File: config.mk
export PLATFORM = sky130hd
export DESIGN_NAME = pkt_disassembler
export DESIGN_NICKNAME = d
export VERILOG_FILES = /design/src/rtl/pkt_disassembler.sv
export SDC_FILE = /design/constraint.sdc
export NUM_CORES = 1
export LEC_CHECK = 0
export CORE_MARGIN = 2
export CORE_UTILIZATION = 54
export CTS_BUF_LIST = sky130_fd_sc_hd__clkbuf_4 sky130_fd_sc_hd__clkbuf_8
export DETAILED_ROUTE_END_ITERATION = 10
export PLACE_DENSITY = 0.95
export SLEW_MARGIN = 20
export SYNTH_ARGS = -nofsm -noshare
export SYNTH_HDL_FRONTEND = slang
export SYNTH_SLANG_ARGS = --single-unit
File: constraint.sdc
create_clock -name clk -period 9.8 [get_ports clk]
set_input_delay 1.96 -clock clk [delete_from_list [all_inputs] [get_ports clk]]
set_output_delay 1.96 -clock clk [all_outputs]
set_load 0.03 [all_outputs]
File: src/rtl/pkt_disassembler.sv
// Receive-side packet disassembler: checks odd parity on 72-bit SpiNNaker packets,
// drops non-multicast ones, and emits key (then optional payload) as 32-bit events.
module pkt_disassembler #(
    parameter int PACKET_BITS = 72,
    parameter int CNT_BITS    = 16
) (
    input  logic                   clk,
    input  logic                   reset,
    input  logic [PACKET_BITS-1:0] pkt_data_in,
    input  logic                   pkt_vld_in,
    output logic                   pkt_rdy_out,
    output logic [31:0]            evt_data_out,
    output logic                   evt_vld_out,
    input  logic                   evt_rdy_in,
    input  logic                   cnt_clr_in,
    output logic [CNT_BITS-1:0]    par_err_cnt_out,
    output logic [CNT_BITS-1:0]    type_drop_cnt_out
);

    typedef enum logic [1:0] {
        ST_EMPTY = 2'd0,
        ST_KEY   = 2'd1,
        ST_PLD   = 2'd2
    } state_t;

    state_t      state_q;
    logic [31:0] evt_data_q;
    logic        evt_vld_q;
    logic [31:0] pld_q;
    logic        pld_flag_q;

    logic        accept;
    logic        par_ok;
    logic        is_mc;
    logic        good_mc;
    logic [31:0] pkt_key;
    logic [31:0] pkt_pld;
    logic [1:0]  cnt_inc;

    assign pkt_key = pkt_data_in[39:8];
    assign pkt_pld = pkt_data_in[71:40];
    assign par_ok  = ^pkt_data_in;
    assign is_mc   = (pkt_data_in[7:6] == 2'b00);

    // The output slot is free when empty or when the event being held leaves this
    // cycle without a payload following it.
    assign pkt_rdy_out = (state_q == ST_EMPTY)
                       | ((state_q == ST_KEY) & !pld_flag_q & evt_rdy_in)
                       | ((state_q == ST_PLD) & evt_rdy_in);

    assign accept  = pkt_vld_in & pkt_rdy_out;
    assign good_mc = accept & par_ok & is_mc;

    assign cnt_inc[0] = accept & !par_ok;
    assign cnt_inc[1] = accept & par_ok & !is_mc;

    always_ff @(posedge clk or posedge reset) begin
        if (reset) begin
            state_q    <= ST_EMPTY;
            evt_data_q <= 32'd0;
            evt_vld_q  <= 1'b0;
            pld_q      <= 32'd0;
            pld_flag_q <= 1'b0;
        end else begin
            if (pkt_rdy_out) begin
                if (good_mc) begin
                    evt_data_q <= pkt_key;
                    evt_vld_q  <= 1'b1;
                    pld_q      <= pkt_pld;
                    pld_flag_q <= pkt_data_in[1];
                    state_q    <= ST_KEY;
                end else begin
                    evt_vld_q  <= 1'b0;
                    state_q    <= ST_EMPTY;
                end
            end else if ((state_q == ST_KEY) && evt_rdy_in && pld_flag_q) begin
                evt_data_q <= pld_q;
                state_q    <= ST_PLD;
            end
        end
    end

    assign evt_data_out = evt_data_q;
    assign evt_vld_out  = evt_vld_q;

    // Index 0 counts parity drops, index 1 counts non-multicast drops.
    generate
        for (genvar gi = 0; gi < 2; gi++) begin : g_cnt
            logic [CNT_BITS-1:0] cnt_q;
            logic [CNT_BITS-1:0] cnt_d;

            always_comb begin
                cnt_d = cnt_q;
                if (cnt_clr_in) begin
                    cnt_d = '0;
                end else if (cnt_inc[gi] && (cnt_q != {CNT_BITS{1'b1}})) begin
                    cnt_d = cnt_q + 1'b1;
                end
            end

            always_ff @(posedge clk or posedge reset) begin
                if (reset) begin
                    cnt_q <= '0;
                end else begin
                    cnt_q <= cnt_d;
                end
            end
        end
    endgenerate

    assign par_err_cnt_out   = g_cnt[0].cnt_q;
    assign type_drop_cnt_out = g_cnt[1].cnt_q;

endmodule

---- Word-level counts from Yosys, hierarchy flattened ----
Index checks and enable logic that the tools add are counted.
storage, ports and cells
  output and inout port bits .............. 66
  bits in registers ....................... 100
  logic and storage cells ................. 50
  input port bits ......................... 77
operators by class
  equal/unequal tests ..................... 5
  reduce and logical (&&, ||, !) cells .... 15
  bitwise operators ....................... 10
  muxes and demuxes ....................... 11
  $add $sub $neg .......................... 2
operators with widths
  kind                   count
  $mux 32                3
  $reduce_xor 72->1      1
  $mux 16                4
  $add 16x1->16 const B  2
  $ne 16x16->1 const B   2
  $and 1x1->1            8
  $reduce_bool 2->1      3
  $logic_and 1x1->1      4
  $logic_not 2->1        2
  $mux 2                 2
  $reduce_and 2->1       2
  $logic_not 1->1        3
  $eq 2x1->1 const B     1
  $eq 2x2->1 const B     1
  $mux 1                 2
  $ne 2x1->1 const B     1
  $or 1x1->1             2

---- Logic depth before layout (Yosys ltp) ----
  word-level depth ........................ 11
  gate-level depth with buffers ........... 11
  mapped depth without buffers ............ 9

---- Least setup slack after synthesis ----
No wires, ideal clock.
  path type ............................... input -> output
  start ................................... input port evt_rdy_in
  end ..................................... output port pkt_rdy_out
  buffers on the path ..................... 1
  slack ................................... 4958 ps
  data required time ...................... 7840 ps
  arrival time ............................ 2882 ps
  stages on the path ...................... 5
  cell sequence ........................... nand2b_1 -> a21oi_1 -> nor2_1 -> inv_2 -> clkbuf_1
on the way
  cells in the longest elaborated chain, start to end .. 3
  elaborated cells between the ends (all ways) .. 4
  those cells by class .................... bitwise: 4
RTL lines
  item            line  source
  from (decl)     14    input logic evt_rdy_in,
  $and 1x1->1     48    | ((state_q == ST_KEY) & !pld_flag_q & evt_rdy_in)
  $or 1x1->1      48
  $or 1x1->1 (*)  49    | ((state_q == ST_PLD) & evt_rdy_in);
  to (decl)       11    output logic pkt_rdy_out,
Mark *: on every way between the ends. The rest lies on a longest branch, timed or not.

---- Worst setup path in the final report ----
Same ends and word-level chain as after synthesis.

==> metrics.yaml <==
routing:
  via_per_inst: 5.74
  drc: 0
  ant_nets: 0
  wirelength_um: 14200
  drtIter0Drc: 225
  dr.pass1.iters: 5
  wl_per_cell_um: 18.0
  vias: 4533
finish:
  n_fill_cell: 664
  final_cell_area_um2: 7130
  drive_gt1_share_pct: 14.0
  area_growth_pct: 32.0
  nets: 732
  antenna_cells: 0
yosys:
  yosys-top-cells-area: "dfrtp_1 46%, mux2_2 13%, xnor2_1 8.4%"
  synth_top_family_by_area: "simple AND/OR/NAND/NOR gates"
  synth_xor_area_share_pct: 12.4
  muxShareOfSynthArea_pct: 13.5
  synth_edf_count: 0
  synth_fp_nets: 600
  synth-simple-area-share_pct: 15.7
  synthAdderAreaFrac_pct: 0.695
  synth_ff_type: "dfrtp_1"
  async_flop_share_pct: 100
  synth_compound_area_share_pct: 8.34
  ys_warn_count: 0
  synth_top_area_share_pct: 46.3
  synth_area_um2: 5400
  syn_area_per_cell_um2: 10.4
  synth_area_leader_cell: "dfrtp_1"
  synthCells: 520
  synth_seq_cells: 100
  ys_seq_area_share_pct: 46.3
  ys_types: 36
clock_network:
  numCtsBuffers: 9
  clkSinkCount: 100
  ctsResizeCount: 0
  cts_setup_buffers: 0
  path_clk_slew_ns: 0.10
  cts_root_buffer: "clkbuf_8"
  htree_levels: 3
  cts_hold_buf: 0
  cts.path.max_buffers: 2
  cts_tree: "done"
  clk_latency_ns: 0.36
status:
  status: "complete, no violations"
global_routing:
  track_usage_pct: 26.7
  first_global_vias: 4668
  grt_first_pass_wirelength_um: 23200
  overflow: 0
  antenna_found_initial: 0
  grt_max_degree: 61
floorplan:
  die_area_um2: 10800
  ios: 143
  initial_core_util_pct: 55.5
  die_x_um: 104
  placementRows: 36
  die_y_um: 104
  core_area_um2: 9730
run:
  maxCapViolations: 0
sta:
  finalWorstPathRequiredPeriod_ns: 6.41
  tightest_slew_ns: 0.965
  setup_violations: 0
  fmax_ghz: 0.156
  fin_setup_tns_ns: 0
  hold_viol: 0
  slew_headroom_pct: 35.5
  skew_ns: 0.0179
  rsz0062_at_grt: "no"
  period_share_pct: 65.4
  slew_violations: 0
place:
  dp_hpwl_um: 10300
  gp_congestion: 0.851
  placed_area_um2: 6910
  portBuffers: 142
power:
  power_density_nw_per_um2: 289
  vdd_drop_max_uv: 415
  leakagePower_nw: 2.93
worst_setup_path:
  worstPathRequired_ns: 7.84
  worstSetupStartpointType: "primary input"
  cp_max_fo: 37
  arrival_ns: 4.45
  worstSetupEndpointType: "primary output"
  critPathKind: "primary input to primary output"
hold_path:
  hold_path_class: "flip-flop to flip-flop"
[routing by layer]
layer	wire [um]	GRT usage (%)	vias to the layer above
met5	0	0	-
met4	329	10.8	0
met3	1040	6.64	31
met2	7290	46.9	191
met1	5520	31.3	2213
li1	-	-	2098
[per-stage QoR]
step	hold WS (ns)	setup WS (ns)	power (mW)	cells	utilization, %
after CTS	0.500	3.41	2.05	789	73.1
after global placement	0.470	3.50	1.72	773	71.1
after global routing	0.510	3.22	2.19	790	73.3
after floorplan	0.476	4.96	1.49	520	-
final	0.500	3.39	2.06	790	73.3
after detailed placement	0.477	3.42	1.79	773	71.1
[where the power goes]
| group | internal (mW) | switching [mW] |
|---|---|---|
| registers | 0.561 | 0.0829 |
| logic | 0.478 | 0.674 |
| clock network | 0.121 | 0.141 |
| total | 1.16 | 0.898 |
[cells by family (layout without fill, tap and decap cells)]
| family | count (synthesis) | in the layout |
|---|---|---|
| xor gates and xnor gates | 65 | 65 |
| muxes | 65 | 65 |
| buffers and inverters | 37 | 174 |
| and+or+nand+nor | 177 | 177 |
| AOI/OAI and AO/OA | 73 | 73 |
| adders and majority gates | 3 | 3 |
| DFF | 100 | 100 |
[cells in the final DEF, fill, tap and decap left out, types with 3 or more instances in the layout]
cell             instances
or4_1                   25
xnor3_1                  6
nor2_1                   3
nand3_1                 15
inv_1                   10
xor2_1                   6
o31ai_1                 25
clkbuf_8                 9
nand4_1                  4
mux2_2                  63
clkdlybuf4s50_1        141
or3_1                    7
and3_1                   6
dfrtp_1                100
nand2_1                107
ha_1                     3
a21oi_1                 34
buf_4                    3
xnor2_1                 52
o21ai_0                  8
[critical path, stage by stage]
cell	delay [ns]
clkdlybuf4s50_1	0.53
nand2b_1	0.07
a21oi_1	0.21
nor2_2	0.06
buf_4	0.25
inv_2	0.55
clkdlybuf4s50_1	0.80
[cell type report]
type / instances / area, um^2 / share of cell area, %
multi-input cells: 383 / 2750 / 38.6
flip-flops and latches: 100 / 2500 / 35.1
repair buffers: 146 / 1470 / 20.6
well taps: 133 / 166 / 2.33
clock buffers: 10 / 131 / 1.84
clock inverters: 6 / 63.8 / 0.895
inverters: 12 / 47.5 / 0.667
[synthesized netlist by cell type (2+ instances only)]
master / number
buf_4: 3
inv_1: 11
ha_1: 3
mux2_1: 2
nor2_1: 4
nor2b_1: 2
nand4_1: 4
nand2_1: 107
mux2_2: 63
clkbuf_1: 14
dfrtp_1: 100
a21oi_1: 34
buf_1: 2
and3_1: 6
o31ai_1: 25
xnor2_1: 52
nand3_1: 15
or3b_2: 2
a21o_1: 2
buf_2: 5
xnor3_1: 6
nand2b_1: 2
xor2_1: 6
o21ai_0: 8
or4_1: 25
or3_1: 7
[state kept, by name (all words and copies together) (netlist names)]
register,cells
pld_flag_q,1
state_q,2
pld_q,32
evt_data_out,32
par_err_cnt_out,16
type_drop_cnt_out,16
evt_vld_out,1
[final timing paths]
kind                                   from                  to  slack [ns]  cells after the start
max                              evt_rdy_in         pkt_rdy_out        3.39                      7
min                        evt_data_out[19]    evt_data_out[19]        0.50                      1
max reg2reg                      pld_flag_q           pld_q[15]        6.45                      8
min reg2reg                evt_data_out[19]    evt_data_out[19]        0.50                      1
max in group asynchronous             reset  par_err_cnt_out[6]        6.66                      3
min in group asynchronous             reset  par_err_cnt_out[5]        1.98                      2
No activity file was read; power rests on OpenSTA's default activity.
